$ cat src/rtl/axi_lite_client_arbiter_if.sv
// AXI4-lite master-side bus bundle used by axi_lite_client_arbiter.
// The master modport is the arbiter; the slave modport is the register peripheral.
interface axi_lite_client_arbiter_if #(
  parameter int ADDR_WIDTH = 32,
  parameter int DATA_WIDTH = 32
);
  logic [ADDR_WIDTH-1:0]     M_AWADDR;
  logic                      M_AWVALID;
  logic                      M_AWREADY;
  logic [DATA_WIDTH-1:0]     M_WDATA;
  logic [DATA_WIDTH/8-1:0]   M_WSTRB;
  logic                      M_WVALID;
  logic                      M_WREADY;
  logic                      M_BVALID;
  logic [1:0]                M_BRESP;
  logic                      M_BREADY;
  logic [ADDR_WIDTH-1:0]     M_ARADDR;
  logic                      M_ARVALID;
  logic                      M_ARREADY;
  logic                      M_RVALID;
  logic [DATA_WIDTH-1:0]     M_RDATA;
  logic [1:0]                M_RRESP;
  logic                      M_RREADY;

  modport master (
    output M_AWADDR, M_AWVALID, M_WDATA, M_WSTRB, M_WVALID, M_BREADY,
           M_ARADDR, M_ARVALID, M_RREADY,
    input  M_AWREADY, M_WREADY, M_BVALID, M_BRESP,
           M_ARREADY, M_RVALID, M_RDATA, M_RRESP
  );

  modport slave (
    input  M_AWADDR, M_AWVALID, M_WDATA, M_WSTRB, M_WVALID, M_BREADY,
           M_ARADDR, M_ARVALID, M_RREADY,
    output M_AWREADY, M_WREADY, M_BVALID, M_BRESP,
           M_ARREADY, M_RVALID, M_RDATA, M_RRESP
  );
endinterface

$ cat src/rtl/axi_lite_client_arbiter.sv
// Round-robin arbiter sharing one AXI4-lite slave between two req/done clients,
// one transaction outstanding, all outputs registered.
module axi_lite_client_arbiter #(
  parameter int ADDR_WIDTH = 32,
  parameter int DATA_WIDTH = 32
) (
  input  logic                          ACLK,
  input  logic                          ARESETn,
  input  logic [1:0]                    c_req,
  input  logic [1:0]                    c_we,
  input  logic [2*ADDR_WIDTH-1:0]       c_addr,
  input  logic [2*DATA_WIDTH-1:0]       c_wdata,
  input  logic [2*(DATA_WIDTH/8)-1:0]   c_wstrb,
  output logic [1:0]                    c_done,
  output logic [DATA_WIDTH-1:0]         c_rdata,
  output logic [1:0]                    c_resp,
  output logic [1:0]                    gnt,
  axi_lite_client_arbiter_if.master     m_axi
);

  localparam int STRB_WIDTH = DATA_WIDTH / 8;

  typedef enum logic [2:0] {
    ST_IDLE    = 3'd0,
    ST_WR_REQ  = 3'd1,
    ST_WR_RESP = 3'd2,
    ST_RD_ADDR = 3'd3,
    ST_RD_DATA = 3'd4,
    ST_DONE    = 3'd5
  } state_t;

  state_t                  state_r,      state_s;
  logic                    last_grant_r, last_grant_s;
  logic [1:0]              gnt_r,        gnt_s;
  logic [1:0]              c_done_r,     c_done_s;
  logic [DATA_WIDTH-1:0]   c_rdata_r,    c_rdata_s;
  logic [1:0]              c_resp_r,     c_resp_s;
  logic [ADDR_WIDTH-1:0]   awaddr_r,     awaddr_s;
  logic [DATA_WIDTH-1:0]   wdata_r,      wdata_s;
  logic [STRB_WIDTH-1:0]   wstrb_r,      wstrb_s;
  logic [ADDR_WIDTH-1:0]   araddr_r,     araddr_s;
  logic                    awvalid_r,    awvalid_s;
  logic                    wvalid_r,     wvalid_s;
  logic                    bready_r,     bready_s;
  logic                    arvalid_r,    arvalid_s;
  logic                    rready_r,     rready_s;

  logic                    pick_s;
  logic                    aw_fin_s;
  logic                    w_fin_s;

  // Round-robin choice: a lone request wins, a tie goes to the client not served last
  always_comb begin
    pick_s = 1'b0;
    case (c_req)
      2'b01:   pick_s = 1'b0;
      2'b10:   pick_s = 1'b1;
      2'b11:   pick_s = ~last_grant_r;
      default: pick_s = 1'b0;
    endcase
  end

  // Next-state and next-output logic for the transaction sequencer
  always_comb begin
    state_s      = state_r;
    last_grant_s = last_grant_r;
    gnt_s        = gnt_r;
    c_done_s     = 2'b00;
    c_rdata_s    = c_rdata_r;
    c_resp_s     = c_resp_r;
    awaddr_s     = awaddr_r;
    wdata_s      = wdata_r;
    wstrb_s      = wstrb_r;
    araddr_s     = araddr_r;
    awvalid_s    = awvalid_r;
    wvalid_s     = wvalid_r;
    bready_s     = bready_r;
    arvalid_s    = arvalid_r;
    rready_s     = rready_r;
    // A channel counts as finished once its valid is gone or handshakes this cycle
    aw_fin_s     = ~awvalid_r | m_axi.M_AWREADY;
    w_fin_s      = ~wvalid_r  | m_axi.M_WREADY;

    case (state_r)
      ST_IDLE: begin
        if (c_req != 2'b00) begin
          last_grant_s = pick_s;
          gnt_s        = pick_s ? 2'b10 : 2'b01;
          if (c_we[pick_s]) begin
            awaddr_s  = pick_s ? c_addr[2*ADDR_WIDTH-1:ADDR_WIDTH]   : c_addr[ADDR_WIDTH-1:0];
            wdata_s   = pick_s ? c_wdata[2*DATA_WIDTH-1:DATA_WIDTH]  : c_wdata[DATA_WIDTH-1:0];
            wstrb_s   = pick_s ? c_wstrb[2*STRB_WIDTH-1:STRB_WIDTH]  : c_wstrb[STRB_WIDTH-1:0];
            awvalid_s = 1'b1;
            wvalid_s  = 1'b1;
            state_s   = ST_WR_REQ;
          end else begin
            araddr_s  = pick_s ? c_addr[2*ADDR_WIDTH-1:ADDR_WIDTH]   : c_addr[ADDR_WIDTH-1:0];
            arvalid_s = 1'b1;
            state_s   = ST_RD_ADDR;
          end
        end else begin
          state_s = ST_IDLE;
        end
      end

      ST_WR_REQ: begin
        if (awvalid_r && m_axi.M_AWREADY) begin
          awvalid_s = 1'b0;
        end else begin
          awvalid_s = awvalid_r;
        end
        if (wvalid_r && m_axi.M_WREADY) begin
          wvalid_s = 1'b0;
        end else begin
          wvalid_s = wvalid_r;
        end
        if (aw_fin_s && w_fin_s) begin
          bready_s = 1'b1;
          state_s  = ST_WR_RESP;
        end else begin
          state_s  = ST_WR_REQ;
        end
      end

      ST_WR_RESP: begin
        if (m_axi.M_BVALID) begin
          c_resp_s  = m_axi.M_BRESP;
          c_rdata_s = {DATA_WIDTH{1'b0}};
          bready_s  = 1'b0;
          c_done_s  = gnt_r;
          state_s   = ST_DONE;
        end else begin
          state_s   = ST_WR_RESP;
        end
      end

      ST_RD_ADDR: begin
        if (m_axi.M_ARREADY) begin
          arvalid_s = 1'b0;
          rready_s  = 1'b1;
          state_s   = ST_RD_DATA;
        end else begin
          state_s   = ST_RD_ADDR;
        end
      end

      ST_RD_DATA: begin
        if (m_axi.M_RVALID) begin
          c_rdata_s = m_axi.M_RDATA;
          c_resp_s  = m_axi.M_RRESP;
          rready_s  = 1'b0;
          c_done_s  = gnt_r;
          state_s   = ST_DONE;
        end else begin
          state_s   = ST_RD_DATA;
        end
      end

      ST_DONE: begin
        gnt_s   = 2'b00;
        state_s = ST_IDLE;
      end

      default: begin
        gnt_s     = 2'b00;
        awvalid_s = 1'b0;
        wvalid_s  = 1'b0;
        bready_s  = 1'b0;
        arvalid_s = 1'b0;
        rready_s  = 1'b0;
        state_s   = ST_IDLE;
      end
    endcase
  end

  // State and output registers; reset drops any transaction in flight without a done pulse
  always_ff @(posedge ACLK or negedge ARESETn) begin
    if (!ARESETn) begin
      state_r      <= ST_IDLE;
      last_grant_r <= 1'b1;
      gnt_r        <= 2'b00;
      c_done_r     <= 2'b00;
      c_rdata_r    <= {DATA_WIDTH{1'b0}};
      c_resp_r     <= 2'b00;
      awaddr_r     <= {ADDR_WIDTH{1'b0}};
      wdata_r      <= {DATA_WIDTH{1'b0}};
      wstrb_r      <= {STRB_WIDTH{1'b0}};
      araddr_r     <= {ADDR_WIDTH{1'b0}};
      awvalid_r    <= 1'b0;
      wvalid_r     <= 1'b0;
      bready_r     <= 1'b0;
      arvalid_r    <= 1'b0;
      rready_r     <= 1'b0;
    end else begin
      state_r      <= state_s;
      last_grant_r <= last_grant_s;
      gnt_r        <= gnt_s;
      c_done_r     <= c_done_s;
      c_rdata_r    <= c_rdata_s;
      c_resp_r     <= c_resp_s;
      awaddr_r     <= awaddr_s;
      wdata_r      <= wdata_s;
      wstrb_r      <= wstrb_s;
      araddr_r     <= araddr_s;
      awvalid_r    <= awvalid_s;
      wvalid_r     <= wvalid_s;
      bready_r     <= bready_s;
      arvalid_r    <= arvalid_s;
      rready_r     <= rready_s;
    end
  end

  assign gnt              = gnt_r;
  assign c_done           = c_done_r;
  assign c_rdata          = c_rdata_r;
  assign c_resp           = c_resp_r;
  assign m_axi.M_AWADDR   = awaddr_r;
  assign m_axi.M_AWVALID  = awvalid_r;
  assign m_axi.M_WDATA    = wdata_r;
  assign m_axi.M_WSTRB    = wstrb_r;
  assign m_axi.M_WVALID   = wvalid_r;
  assign m_axi.M_BREADY   = bready_r;
  assign m_axi.M_ARADDR   = araddr_r;
  assign m_axi.M_ARVALID  = arvalid_r;
  assign m_axi.M_RREADY   = rready_r;

endmodule

$ cat src/flat_wrapper.sv
// flat-port wrapper written by rule: the top's interface ports become plain ports
module axi_lite_client_arbiter_flat 
#(
  parameter int ADDR_WIDTH = 32,
  parameter int DATA_WIDTH = 32
)
  (ACLK, ARESETn, c_req, c_we, c_addr, c_wdata, c_wstrb, c_done, c_rdata, c_resp, gnt, m_axi_M_AWADDR, m_axi_M_AWVALID, m_axi_M_WDATA, m_axi_M_WSTRB, m_axi_M_WVALID, m_axi_M_BREADY, m_axi_M_ARADDR, m_axi_M_ARVALID, m_axi_M_RREADY, m_axi_M_AWREADY, m_axi_M_WREADY, m_axi_M_BVALID, m_axi_M_BRESP, m_axi_M_ARREADY, m_axi_M_RVALID, m_axi_M_RDATA, m_axi_M_RRESP);
  axi_lite_client_arbiter_if #(.ADDR_WIDTH(ADDR_WIDTH), .DATA_WIDTH(DATA_WIDTH)) m_axi_i ();
  input  logic ACLK;
  input  logic ARESETn;
  input  logic [1:0] c_req;
  input  logic [1:0] c_we;
  input  logic [2*ADDR_WIDTH-1:0] c_addr;
  input  logic [2*DATA_WIDTH-1:0] c_wdata;
  input  logic [2*(DATA_WIDTH/8)-1:0] c_wstrb;
  output logic [1:0] c_done;
  output logic [DATA_WIDTH-1:0] c_rdata;
  output logic [1:0] c_resp;
  output logic [1:0] gnt;
  output wire logic [$bits(m_axi_i.M_AWADDR)-1:0] m_axi_M_AWADDR;
  output wire logic [$bits(m_axi_i.M_AWVALID)-1:0] m_axi_M_AWVALID;
  output wire logic [$bits(m_axi_i.M_WDATA)-1:0] m_axi_M_WDATA;
  output wire logic [$bits(m_axi_i.M_WSTRB)-1:0] m_axi_M_WSTRB;
  output wire logic [$bits(m_axi_i.M_WVALID)-1:0] m_axi_M_WVALID;
  output wire logic [$bits(m_axi_i.M_BREADY)-1:0] m_axi_M_BREADY;
  output wire logic [$bits(m_axi_i.M_ARADDR)-1:0] m_axi_M_ARADDR;
  output wire logic [$bits(m_axi_i.M_ARVALID)-1:0] m_axi_M_ARVALID;
  output wire logic [$bits(m_axi_i.M_RREADY)-1:0] m_axi_M_RREADY;
  input wire logic [$bits(m_axi_i.M_AWREADY)-1:0] m_axi_M_AWREADY;
  input wire logic [$bits(m_axi_i.M_WREADY)-1:0] m_axi_M_WREADY;
  input wire logic [$bits(m_axi_i.M_BVALID)-1:0] m_axi_M_BVALID;
  input wire logic [$bits(m_axi_i.M_BRESP)-1:0] m_axi_M_BRESP;
  input wire logic [$bits(m_axi_i.M_ARREADY)-1:0] m_axi_M_ARREADY;
  input wire logic [$bits(m_axi_i.M_RVALID)-1:0] m_axi_M_RVALID;
  input wire logic [$bits(m_axi_i.M_RDATA)-1:0] m_axi_M_RDATA;
  input wire logic [$bits(m_axi_i.M_RRESP)-1:0] m_axi_M_RRESP;
  assign m_axi_M_AWADDR = m_axi_i.M_AWADDR;
  assign m_axi_M_AWVALID = m_axi_i.M_AWVALID;
  assign m_axi_M_WDATA = m_axi_i.M_WDATA;
  assign m_axi_M_WSTRB = m_axi_i.M_WSTRB;
  assign m_axi_M_WVALID = m_axi_i.M_WVALID;
  assign m_axi_M_BREADY = m_axi_i.M_BREADY;
  assign m_axi_M_ARADDR = m_axi_i.M_ARADDR;
  assign m_axi_M_ARVALID = m_axi_i.M_ARVALID;
  assign m_axi_M_RREADY = m_axi_i.M_RREADY;
  assign m_axi_i.M_AWREADY = m_axi_M_AWREADY;
  assign m_axi_i.M_WREADY = m_axi_M_WREADY;
  assign m_axi_i.M_BVALID = m_axi_M_BVALID;
  assign m_axi_i.M_BRESP = m_axi_M_BRESP;
  assign m_axi_i.M_ARREADY = m_axi_M_ARREADY;
  assign m_axi_i.M_RVALID = m_axi_M_RVALID;
  assign m_axi_i.M_RDATA = m_axi_M_RDATA;
  assign m_axi_i.M_RRESP = m_axi_M_RRESP;
  axi_lite_client_arbiter #(.ADDR_WIDTH(ADDR_WIDTH), .DATA_WIDTH(DATA_WIDTH)) u_core (.ACLK(ACLK), .ARESETn(ARESETn), .c_req(c_req), .c_we(c_we), .c_addr(c_addr), .c_wdata(c_wdata), .c_wstrb(c_wstrb), .c_done(c_done), .c_rdata(c_rdata), .c_resp(c_resp), .gnt(gnt), .m_axi(m_axi_i));
endmodule
$ cat config.mk
export PLATFORM = sky130hd
export DESIGN_NAME = axi_lite_client_arbiter_flat
export DESIGN_NICKNAME = d
export VERILOG_FILES = /design/src/rtl/axi_lite_client_arbiter_if.sv /design/src/rtl/axi_lite_client_arbiter.sv /design/src/flat_wrapper.sv
export SDC_FILE = /design/constraint.sdc
export NUM_CORES = 1
export LEC_CHECK = 0
export CORE_MARGIN = 2
export CORE_UTILIZATION = 44
export DETAILED_ROUTE_END_ITERATION = 6
export PLACE_DENSITY = 0.85
export RECOVER_POWER = 100
export SLEW_MARGIN = 20
export SYNTH_ARGS = -nofsm -noshare
export SYNTH_HDL_FRONTEND = slang
export SYNTH_SLANG_ARGS = --single-unit
$ cat constraint.sdc
create_clock -name ACLK -period 5 [get_ports ACLK]
set_input_delay 1.25 -clock ACLK [delete_from_list [all_inputs] [get_ports ACLK]]
set_output_delay 1.25 -clock ACLK [all_outputs]
set_load 0.03 [all_outputs]
==> qor.yml <==
synthSimpleGateAreaFrac: 0.0166
syn-cell-area_um2: 6550
ir_drop_mv: 0.351
post-route-period-util: 0.780
grt_pass1_vias: 5402
synth-compound-area-share: 0.0712
synthTopCellsByArea: "dfrtp_1, mux2_2, mux2_4"
numCtsBuffers: 17
path_clk_slew_ns: 0.06
power_density_nw_per_um2: 680
dp_slack_ns: 1.32
async_reset_ff_frac: 1.00
die_x_um: 126
swShare: 0.396
synthTopCellsByCount: "dfrtp_1, mux2_2, a22o_1, mux2_4"
r2r-end: "u_core.m_axi.M_ARADDR[22]"
synth_top_family_by_area: "multiplexers"
clock_power_share: 0.210
port_buffers: 325
min_path_cells: 2
ys.flop_type: "dfrtp_1"
firstDrtPassIters: 4
routed_wl_um: 18500
violations: "capacitance limit, slew limit"
rows: 44
dp.cells: 925
die_h_um: 126
max_freq_ghz: 0.256
utilization: 0.721
yosysWarnings: 0
hold_path.class: "flip-flop to flip-flop"
muxShareOfSynthArea: 0.313
setup_viol: 0
num_io_pins: 326
worstHoldStart: "u_core.c_resp[0]"
skew_ns: 0.00655
crit_buf_inv: 2
clock_latency_ns: 0.41
cp.required_ns: 5.28
drv_slew: 78
rsz0062_at_grt: "false"
fin_ws_ns: 1.10
p_int_w: 0.00430
hold_viol_final: 0
cts_hold_buf: 0
clock_path_buffers: 2
antenna_found_initial: 0
worstHoldEndpoint: "u_core.c_resp[0]"
ys_seq_area_frac: 0.561
cap_viol_max_count: 1
dieArea_um2: 15900
syn2layout_area_growth_pct: 59.8
critPathMaxStageDelay_ns: 0.62
path_delay_family: "buffers and inverters"
antennaDiodeCount: 0
grt_pass1_wl_um: 29000
synthXorXnorAreaFrac: 0
switchingPower_w: 0.00282
yosysTopAreaCell: "dfrtp_1"
cts_resized: 0
synth_top_area_share: 0.557
seq_power_share: 0.300
synth_edf_count: 0
drtAntennaViolNets: 0
gp_routability_congestion: 0.829
yosysMostFrequentCell: "dfrtp_1"
cts_tree: "yes"
track_usage: 0.234
hpwl_um: 13900
grt_overflow: 0
status: "finished with violations"
drive_gt1_frac: 0.202
ctsRootBufferMaster: "clkbuf_16"
ff2ff_setup_slack_ns: 2.21
syn_area_per_cell_um2: 15.0
start_util: 0.451
detail_route.wl_per_cell_um: 19.4
dr.first_iter.drc_count: 195
synth_fa_ha_area_frac: 0
relSlewSlack: -0.278
synthCells: 438
reg2regPathDepth: 5
grt_max_degree: 78
r2r-start: "u_core.last_grant_r"
clock-sinks: 147
synth_seq_cells: 147
final_cell_count_no_fill: 957
post-route-min-period_ns: 3.90
cp_cell_sequence: "dlygate4sd3_1 > a21boi_0 > mux2i_4 > nand2b_1 > buf_4 > mux2_1"
critical_path_class: "input port to flip-flop"
tightest_slew_ns: 1.92
h-tree-depth: 4
worstPathArrival_ns: 4.18
vias: 4932
drc: 0
crit_path_end_kind: "flip-flop"
fin_setup_tns_ns: 0
synth_cell_types: 33
path_max_fanout: 18
core_um2: 14500
viasPerCell: 5.15
cp-start-kind: "input port"
leakage_nw: 4.51
synth_fp_nets: 621
comb_power_share: 0.490
postCtsSetupBuffers: 0
slowest_stage: "dlygate4sd3_1"
layout.nets: 943
==> worst register-to-register path, cell delays in order, from the launching register on <==
cell	delay, ns
dfstp_2	0.38
a21boi_0	0.46
mux2i_4	0.37
nand2b_1	0.60
buf_4	0.49
mux2_1	0.38
==> metal layers <==
metal,vias to the layer above,GRT usage,share of wire
met5,-,0,0
met4,0,0.0911,0.027
met3,36,0.0701,0.085
met2,236,0.411,0.51
met1,2422,0.269,0.38
li1,2238,-,-
==> layout make-up <==
cell class | count | area, um^2
timing repair buffer | 332 | 3290
multi-input combinational | 253 | 2540
tap | 184 | 230
fill | 999 | 4060
clock buffer | 20 | 447
clock inverter | 12 | 251
inverter | 9 | 33.8
sequential | 147 | 3680
==> layout by cell type, fill, tap and decap left out, types with 2 or more instances in the layout <==
cell type,count
buf_4,5
clkbuf_1,3
a31o_2,2
a22oi_1,2
mux2_1,57
inv_1,9
clkdlybuf4s50_1,177
bufinv_16,7
nor2_1,4
nor2_4,2
a21oi_1,3
a32o_1,2
mux2_4,3
dlygate4sd3_1,147
a22o_1,32
nand2_1,9
o21ai_0,10
mux2i_1,2
clkbuf_16,17
clkinv_4,2
clkinvlp_4,2
mux2_2,109
a31oi_1,3
clkbuf_2,2
dfrtp_1,146
and3b_1,2
==> worst max path at each step <==
stage | startpoint | endpoint | slack, ns | depth (start not counted)
final | c_req[1] | u_core.m_axi.M_ARADDR[22] | 1.10 | 6
after global routing | c_req[1] | u_core.m_axi.M_ARADDR[22] | 0.98 | 6
after CTS | c_req[1] | u_core.m_axi.M_ARADDR[22] | 1.75 | 5
after detailed placement | c_req[1] | u_core.m_axi.M_ARADDR[14] | 1.32 | 5
after global placement | c_req[0] | u_core.m_axi.M_ARADDR[30] | 1.40 | 5
after floorplan | c_req[1] | u_core.m_axi.M_WDATA[10] | 2.40 | 5
==> power groups by stage <==
stage	clock network, W	logic [W]	registers (W)
global route	0.00157	0.00365	0.00222
finish	0.00150	0.00349	0.00213
detailed placement	0	0.00385	0.00217
floorplan	0	0.00112	0.00327
CTS	0.00152	0.00387	0.00218
global placement	0	0.00378	0.00215
==> kinds of logic (layout without fill, tap and decap cells) <==
logic type / count (synthesis) / in the layout
simple gates: 21 / 21
mux: 172 / 172
compound gates: 60 / 60
buf+inv: 38 / 373
flops: 147 / 147
==> through the flow <==
stage               cell area, um^2  total power [W]  hold slack, ns
detailed placement             9890          0.00603           0.478
floorplan                      6550          0.00439           0.512
CTS                           10600          0.00756           0.491
global placement               9890          0.00593           0.469
finish                        10500          0.00712           0.482
global route                  10500          0.00744           0.505
==> flip-flops by register name (all words and copies together), names as in the netlist <==
| signal | flops |
|---|---|
| u_core.m_axi.M_BREADY | 1 |
| u_core.m_axi.M_RREADY | 1 |
| u_core.last_grant_r | 1 |
| u_core.m_axi.M_WDATA | 32 |
| u_core.c_resp | 2 |
| u_core.m_axi.M_ARVALID | 1 |
| u_core.m_axi.M_WSTRB | 4 |
| u_core.gnt | 2 |
| u_core.m_axi.M_AWVALID | 1 |
| u_core.c_done | 2 |
| u_core.m_axi.M_AWADDR | 32 |
| u_core.m_axi.M_WVALID | 1 |
| u_core.c_rdata | 32 |
| u_core.state_r | 3 |
| u_core.m_axi.M_ARADDR | 32 |
Power figures use the tool's default switching activity.
